===== config.mk =====
export PLATFORM = sky130hd
export DESIGN_NAME = store_w_align_flat
export DESIGN_NICKNAME = d
export VERILOG_FILES = /design/src/rtl/store_w_align_if.sv /design/src/rtl/store_w_align.sv /design/src/flat_wrapper.sv
export SDC_FILE = /design/constraint.sdc
export NUM_CORES = 2
export LEC_CHECK = 0
export ABC_AREA = 1
export CAP_MARGIN = 20
export CORE_MARGIN = 10
export CORE_UTILIZATION = 26
export CTS_CLUSTER_DIAMETER = 100
export DETAILED_ROUTE_END_ITERATION = 10
export RECOVER_POWER = 50
export SLEW_MARGIN = 20
export SYNTH_ARGS = -nofsm -noshare
export SYNTH_HDL_FRONTEND = slang
export SYNTH_SLANG_ARGS = --single-unit
export TNS_END_PERCENT = 1

===== constraint.sdc =====
create_clock -name clk_i -period 12.1 [get_ports clk_i]
set_input_delay 2.42 -clock clk_i [delete_from_list [all_inputs] [get_ports clk_i]]
set_output_delay 2.42 -clock clk_i [all_outputs]
set_load 0.1 [all_outputs]

===== src/rtl/store_w_align_if.sv =====
`default_nettype none
// ============================================================================
//  Module  : store_w_align_if
//  Brief   : Descriptor, packed-stream and AXI W bundle for store_w_align.
//  Rev     : 1.0  initial release
// ============================================================================
interface store_w_align_if #(
    parameter int AXI_DATA_WIDTH = 128,
    parameter int LEN_WIDTH      = 12
);
    localparam int c_nb = AXI_DATA_WIDTH / 8;
    localparam int c_ow = $clog2(c_nb);

    logic                      txn_valid_i;
    logic                      txn_ready_o;
    logic [c_ow-1:0]           txn_off_i;
    logic [LEN_WIDTH-1:0]      txn_nbytes_m1_i;
    logic                      in_valid_i;
    logic                      in_ready_o;
    logic [AXI_DATA_WIDTH-1:0] in_data_i;
    logic [c_nb-1:0]           in_mask_i;
    logic                      w_valid_o;
    logic                      w_ready_i;
    logic [AXI_DATA_WIDTH-1:0] w_data_o;
    logic [c_nb-1:0]           w_strb_o;
    logic                      w_last_o;
    logic                      idle_o;

    modport slave (
        input  txn_valid_i, txn_off_i, txn_nbytes_m1_i,
        input  in_valid_i, in_data_i, in_mask_i, w_ready_i,
        output txn_ready_o, in_ready_o, w_valid_o, w_data_o, w_strb_o, w_last_o, idle_o
    );

    modport master (
        output txn_valid_i, txn_off_i, txn_nbytes_m1_i,
        output in_valid_i, in_data_i, in_mask_i, w_ready_i,
        input  txn_ready_o, in_ready_o, w_valid_o, w_data_o, w_strb_o, w_last_o, idle_o
    );
endinterface
`default_nettype wire


===== src/rtl/store_w_align.sv =====
`default_nettype none
// ============================================================================
//  Module  : store_w_align
//  Brief   : Realigns a packed store byte stream to per-transaction bus offsets
//            and emits AXI W beats with merged mask strobes and wlast.
//  Rev     : 1.0  initial release
// ============================================================================
module store_w_align #(
    parameter int AXI_DATA_WIDTH = 128,
    parameter int TXN_DEPTH      = 4,
    parameter int LEN_WIDTH      = 12
) (
    input logic            clk_i,
    input logic            rst_i,
    store_w_align_if.slave bus
);
    localparam int c_nb = AXI_DATA_WIDTH / 8;
    localparam int c_ow = $clog2(c_nb);
    localparam int c_kw = LEN_WIDTH - c_ow + 1;
    localparam int c_pw = $clog2(TXN_DEPTH);
    localparam int c_cw = c_pw + 1;

    logic [c_ow-1:0]      fifo_off_q [TXN_DEPTH];
    logic [LEN_WIDTH-1:0] fifo_len_q [TXN_DEPTH];
    logic [c_pw-1:0]      wr_ptr_q, rd_ptr_q;
    logic [c_cw-1:0]      count_q, count_d;

    logic                 act_q;
    logic [c_ow-1:0]      off_q, lim_q;
    logic [c_kw-1:0]      k_q, nin_q, nout_q;

    logic [AXI_DATA_WIDTH-1:0] res_data_q;
    logic [c_nb-1:0]           res_vld_q;

    logic                      out_valid_q, out_last_q;
    logic [AXI_DATA_WIDTH-1:0] out_data_q;
    logic [c_nb-1:0]           out_strb_q;

    logic                        w_full, w_push, w_can, w_data_beat, w_last_in;
    logic                        w_load, w_retire, w_load_act;
    logic [c_kw-1:0]             w_k_inc, w_sel_nin, w_sel_nout;
    logic [c_pw-1:0]             w_sel_idx;
    logic [c_ow-1:0]             w_sel_off;
    logic [LEN_WIDTH-1:0]        w_sel_len;
    logic [LEN_WIDTH:0]          w_sel_sum;
    logic [c_nb-1:0]             w_cur_vld, w_al_vld;
    logic [c_ow:0]               w_shamt;
    logic [2*AXI_DATA_WIDTH-1:0] w_cat_data;
    logic [2*c_nb-1:0]           w_cat_vld;
    logic [AXI_DATA_WIDTH-1:0]   w_al_data, w_out_data;

    assign w_full      = (count_q == c_cw'(TXN_DEPTH));
    assign w_push      = bus.txn_valid_i && !w_full;
    assign w_can       = !out_valid_q || bus.w_ready_i;
    assign w_data_beat = (k_q < nin_q);
    assign w_last_in   = (k_q == nin_q - c_kw'(1));
    assign w_k_inc     = k_q + c_kw'(1);
    assign w_load      = w_can && act_q && (!w_data_beat || bus.in_valid_i);
    assign w_retire    = w_load && (w_k_inc == nout_q);

    // While retiring, the head is the finishing descriptor, so the successor sits one slot further.
    assign w_load_act  = (!act_q && (count_q != '0)) || (w_retire && (count_q > c_cw'(1)));
    assign w_sel_idx   = act_q ? (rd_ptr_q + c_pw'(1)) : rd_ptr_q;
    assign w_sel_off   = fifo_off_q[w_sel_idx];
    assign w_sel_len   = fifo_len_q[w_sel_idx];
    assign w_sel_sum   = {1'b0, w_sel_len} + (LEN_WIDTH+1)'(w_sel_off);
    assign w_sel_nin   = c_kw'(w_sel_len >> c_ow) + c_kw'(1);
    assign w_sel_nout  = c_kw'(w_sel_sum >> c_ow) + c_kw'(1);

    always_comb begin
        count_d = count_q;
        if (w_push && !w_retire) begin
            count_d = count_q + c_cw'(1);
        end else if (!w_push && w_retire) begin
            count_d = count_q - c_cw'(1);
        end
    end

    // Output byte j is byte (B - off + j) of {current beat, previous beat}.
    assign w_shamt    = (c_ow+1)'(c_nb) - {1'b0, off_q};
    assign w_cat_data = {bus.in_data_i, res_data_q};
    assign w_cat_vld  = {w_cur_vld, res_vld_q};
    assign w_al_data  = AXI_DATA_WIDTH'(w_cat_data >> {w_shamt, 3'b000});
    assign w_al_vld   = c_nb'(w_cat_vld >> w_shamt);

    for (genvar gi = 0; gi < c_nb; gi++) begin : g_byte
        assign w_cur_vld[gi] = w_data_beat && bus.in_mask_i[gi] &&
                               (!w_last_in || (c_ow'(gi) <= lim_q));
        assign w_out_data[8*gi +: 8] = w_al_vld[gi] ? w_al_data[8*gi +: 8] : 8'h00;
    end

    always_ff @(posedge clk_i) begin
        if (w_push) begin
            fifo_off_q[wr_ptr_q] <= bus.txn_off_i;
            fifo_len_q[wr_ptr_q] <= bus.txn_nbytes_m1_i;
        end
    end

    always_ff @(posedge clk_i or posedge rst_i) begin
        if (rst_i) begin
            wr_ptr_q    <= '0;
            rd_ptr_q    <= '0;
            count_q     <= '0;
            act_q       <= 1'b0;
            off_q       <= '0;
            lim_q       <= '0;
            k_q         <= '0;
            nin_q       <= '0;
            nout_q      <= '0;
            res_data_q  <= '0;
            res_vld_q   <= '0;
            out_valid_q <= 1'b0;
            out_last_q  <= 1'b0;
            out_data_q  <= '0;
            out_strb_q  <= '0;
        end else begin
            count_q <= count_d;
            if (w_push) begin
                wr_ptr_q <= wr_ptr_q + c_pw'(1);
            end
            if (w_retire) begin
                rd_ptr_q <= rd_ptr_q + c_pw'(1);
            end

            if (w_load_act) begin
                act_q  <= 1'b1;
                off_q  <= w_sel_off;
                lim_q  <= w_sel_len[c_ow-1:0];
                k_q    <= '0;
                nin_q  <= w_sel_nin;
                nout_q <= w_sel_nout;
            end else if (w_retire) begin
                act_q  <= 1'b0;
            end else if (w_load) begin
                k_q    <= w_k_inc;
            end

            if (w_load_act) begin
                res_data_q <= '0;
                res_vld_q  <= '0;
            end else if (w_load) begin
                res_data_q <= bus.in_data_i;
                res_vld_q  <= w_cur_vld;
            end

            if (w_load) begin
                out_valid_q <= 1'b1;
                out_data_q  <= w_out_data;
                out_strb_q  <= w_al_vld;
                out_last_q  <= (w_k_inc == nout_q);
            end else if (bus.w_ready_i) begin
                out_valid_q <= 1'b0;
            end
        end
    end

    assign bus.txn_ready_o = !w_full;
    assign bus.in_ready_o  = act_q && w_data_beat && w_can;
    assign bus.w_valid_o   = out_valid_q;
    assign bus.w_data_o    = out_data_q;
    assign bus.w_strb_o    = out_strb_q;
    assign bus.w_last_o    = out_last_q;
    assign bus.idle_o      = (count_q == '0) && !act_q && !out_valid_q;

endmodule
`default_nettype wire


===== src/flat_wrapper.sv =====
// flat-port wrapper written by rule: the top's interface ports become plain ports
module store_w_align_flat 
#(
    parameter int AXI_DATA_WIDTH = 128,
    parameter int TXN_DEPTH      = 4,
    parameter int LEN_WIDTH      = 12
)
  (clk_i, rst_i, bus_txn_valid_i, bus_txn_off_i, bus_txn_nbytes_m1_i, bus_in_valid_i, bus_in_data_i, bus_in_mask_i, bus_w_ready_i, bus_txn_ready_o, bus_in_ready_o, bus_w_valid_o, bus_w_data_o, bus_w_strb_o, bus_w_last_o, bus_idle_o);
  store_w_align_if #(.AXI_DATA_WIDTH(AXI_DATA_WIDTH), .LEN_WIDTH(LEN_WIDTH)) bus_i ();
  input logic clk_i;
  input logic rst_i;
  input wire logic [$bits(bus_i.txn_valid_i)-1:0] bus_txn_valid_i;
  input wire logic [$bits(bus_i.txn_off_i)-1:0] bus_txn_off_i;
  input wire logic [$bits(bus_i.txn_nbytes_m1_i)-1:0] bus_txn_nbytes_m1_i;
  input wire logic [$bits(bus_i.in_valid_i)-1:0] bus_in_valid_i;
  input wire logic [$bits(bus_i.in_data_i)-1:0] bus_in_data_i;
  input wire logic [$bits(bus_i.in_mask_i)-1:0] bus_in_mask_i;
  input wire logic [$bits(bus_i.w_ready_i)-1:0] bus_w_ready_i;
  output wire logic [$bits(bus_i.txn_ready_o)-1:0] bus_txn_ready_o;
  output wire logic [$bits(bus_i.in_ready_o)-1:0] bus_in_ready_o;
  output wire logic [$bits(bus_i.w_valid_o)-1:0] bus_w_valid_o;
  output wire logic [$bits(bus_i.w_data_o)-1:0] bus_w_data_o;
  output wire logic [$bits(bus_i.w_strb_o)-1:0] bus_w_strb_o;
  output wire logic [$bits(bus_i.w_last_o)-1:0] bus_w_last_o;
  output wire logic [$bits(bus_i.idle_o)-1:0] bus_idle_o;
  assign bus_i.txn_valid_i = bus_txn_valid_i;
  assign bus_i.txn_off_i = bus_txn_off_i;
  assign bus_i.txn_nbytes_m1_i = bus_txn_nbytes_m1_i;
  assign bus_i.in_valid_i = bus_in_valid_i;
  assign bus_i.in_data_i = bus_in_data_i;
  assign bus_i.in_mask_i = bus_in_mask_i;
  assign bus_i.w_ready_i = bus_w_ready_i;
  assign bus_txn_ready_o = bus_i.txn_ready_o;
  assign bus_in_ready_o = bus_i.in_ready_o;
  assign bus_w_valid_o = bus_i.w_valid_o;
  assign bus_w_data_o = bus_i.w_data_o;
  assign bus_w_strb_o = bus_i.w_strb_o;
  assign bus_w_last_o = bus_i.w_last_o;
  assign bus_idle_o = bus_i.idle_o;
  store_w_align #(.AXI_DATA_WIDTH(AXI_DATA_WIDTH), .TXN_DEPTH(TXN_DEPTH), .LEN_WIDTH(LEN_WIDTH)) u_core (.clk_i(clk_i), .rst_i(rst_i), .bus(bus_i));
endmodule

==> flow_summary_export.csv <==
group,metric,value,unit
timing,hold_viol,0,
grt,grt_pass1_wl,202,mm
layout,layout_commonest_cell,"nand2_1",
placed_design,dp_hpwl,105,mm
detailed_routing,avgRoutedWirePerCell,23.3,um
floorplanning,num_io_pins,314,
layout,final_cell_mix,"1,480 x nand2_1, 585 x o21ai_0, 336 x nand3_1",
floorplanning,die_area,0.128,mm2
timing,finalSetupTns,0,ps
cts,path_clk_slew,60,ps
logic_synthesis,ys_seq_area_share,34.7,%
cts,cts_resized,0,
cts,cts_sinks,397,
detailed_routing,firstDrtPassIters,7,
detailed_routing,vias,31682,
run_status,failed_checks,"capacitance limit, slew limit",
grt,grt_use_total,21.0,%
timing,setup_viol,0,
layout,area_growth,19.3,%
timing,fin_crit_sh,65.6,%
run_status,status,"complete, but fails checks",
logic_synthesis,ys_types,48,
cts,htreeDepth,2,
placed_design,place.gp.congestion,0.978,
timing,fmax,126,MHz
layout,drive_gt1_share,4.77,%
setup_path,cp-end-kind,"asynchronous set/reset pin",
floorplanning,die_h,357,um
grt,grt_max_degree,175,
timing,period_minus_slack,7940,ps
cts,clk_latency,660,ps
grt,grt_pass1_vias,28560,
cts,clock-root-buffer,"clkbuf_16",
detailed_routing,antenna_left,0,
detailed_routing,drt_wl_total,140,mm
setup_path,crit_type,"input pin to asynchronous set/reset pin",
grt,grt-ovfl-total,0,
setup_path,crit_path_max_fanout,84,
logic_synthesis,avgSynthCellArea,6.73,um2
floorplanning,coreArea,0.113,mm2
timing,clock_skew,23.2,ps
cts,cts_tree,"built",
layout,utilization,31.3,%
floorplanning,rows,123,
run,maxCapViolCount,7,
detailed_routing,drtIter0Drc,4292,
detailed_routing,vias_per_cell,5.27,
logic_synthesis,synth_enable_flop_cells,64,
timing,maxSlewHeadroom,-164,%
placed_design,portBuffers,313,
setup_path,cp.required,12060,ps
timing,timing.hold.ws,469,ps
worst_hold_path,hold_path.class,"flip-flop to flip-flop",
layout,multi_input_area,0.0169,mm2
placed_design,placed_area,0.0336,mm2
layout,fin_area,0.0353,mm2
logic_synthesis,synth-main-ff-cell,"dfrtp_1",
layout,regArea,0.0103,mm2
detailed_routing,route.detailed.drc,0,
cts,ctsHoldBuffers,0,
logic_synthesis,async_flop_share,83.9,%
setup_path,startpoint_type,"input pin",
timing,rsz0062_at_grt,"no",
floorplanning,start_util,26.3,%
logic_synthesis,netlist_area,0.0296,mm2
logic_synthesis,syn_inst,4394,
cts,cts_setup_buffers,0,
logic_synthesis,synth_nets,4585,
cts,cts_made_buffers,50,
logic_synthesis,ys_seq_elements,397,
floorplanning,fp.dieW,357,um
logic_synthesis,yosys_warnings,0,
layout,fill_cells,12334,
cts,clk_path_buf_depth,3,
layout,nets,4660,
grt,grt_antenna_before_repair,25,
setup_path,cp.arrival,7900,ps
timing,tightest_slew,3940,ps
timing,finalMaxSlewViolations,270,
==> metrics by stage <==
step / setup WS [ps] / cells
final: 4160 / 6012
after global routing: 3100 / 6011
after CTS: 5420 / 6009
after detailed placement: 5420 / 5917
after global placement: 5400 / 5917
after floorplan: 455 / 4394
==> final cells by class <==
type,instances,share of cell area [%]
Clock inverter,29,1.15
Antenna cell,3,0.0213
Tap cell,1500,5.32
Multi-Input combinational cell,3401,48.0
Sequential cell,397,29.1
Inverter,266,2.91
Timing Repair Buffer,353,9.72
Clock buffer,63,3.82
==> cell usage after synthesis, types with 8 or more instances <==
library cell,instances,area share [%]
nor2_1,186,2.4
o221ai_1,13,0.38
a211oi_1,11,0.28
o21ai_0,586,9.9
a21oi_1,267,4.5
o21ai_2,8,0.24
nand4_1,35,0.74
buf_2,49,0.83
xor2_1,16,0.47
a31oi_1,11,0.23
o211ai_1,60,1.5
nand2_2,15,0.32
o21ai_1,15,0.25
clkbuf_1,215,2.7
buf_6,12,0.46
or2_2,19,0.40
buf_1,44,0.56
edfxtp_1,64,6.5
o22ai_1,49,1.0
inv_1,250,3.2
xnor2_1,8,0.24
mux2i_1,200,6.8
inv_2,14,0.18
ha_1,26,1.1
nand2_1,1480,19
nand3_1,335,5.7
dfrtp_1,333,28
a221oi_1,17,0.50
==> critical path: stages <==
cell           delay (ps)
dlygate4sd3_1         550
clkinvlp_2           2140
clkbuf_1             2620
==> metal layers <==
| layer | up-vias | GRT usage [%] | share of wire (%) |
|---|---|---|---|
| li1 | 14842 | - | - |
| met1 | 14949 | 30.7 | 45 |
| met2 | 1618 | 28.3 | 39 |
| met3 | 235 | 6.75 | 12 |
| met4 | 38 | 6.81 | 3.5 |
| met5 | - | 0 | 0.18 |
==> state kept, by name, summed over array words and instances, names as in the netlist, 4 cells and up <==
register / cells
u_core.lim_q: 4
u_core.k_q: 9
u_core.bus.w_data_o: 128
u_core.fifo_off_q: 16
u_core.res_data_q: 128
u_core.res_vld_q: 16
u_core.off_q: 4
u_core.nout_q: 9
u_core.nin_q: 9
u_core.fifo_len_q: 48
u_core.bus.w_strb_o: 16
==> path summary, 6_finish.rpt <==
| check | slack [ps] | endpoint | cells after the start | from |
|---|---|---|---|---|
| max | 4160 | u_core.bus.w_data_o[81]$_DFFE_PP0P_ | 3 | rst_i |
| min | 470 | u_core.bus.w_data_o[123]$_DFFE_PP0P_ | 2 | u_core.bus.w_data_o[123]$_DFFE_PP0P_ |
| max reg2reg | 5260 | u_core.bus.w_data_o[27]$_DFFE_PP0P_ | 14 | u_core.nin_q[6]$_DFFE_PP0P_ |
| min reg2reg | 470 | u_core.bus.w_data_o[123]$_DFFE_PP0P_ | 2 | u_core.bus.w_data_o[123]$_DFFE_PP0P_ |
| max in group clk_i | 4430 | u_core.bus.w_data_o[27]$_DFFE_PP0P_ | 9 | bus_w_ready_i |
| min in group asynchronous | 3400 | u_core.bus.w_data_o[119]$_DFFE_PP0P_ | 2 | rst_i |
==> logic make-up after synthesis <==
family,synth area share (%)
simple gates,29.2
fa+ha+maj,1.10
mux,6.77
xor+xnor,0.766
compound gates,19.2
flops,34.7
buf+inv,8.22
Power is not shown: default switching activity piles up to over one toggle a cycle in this logic, so the estimate is an artifact.
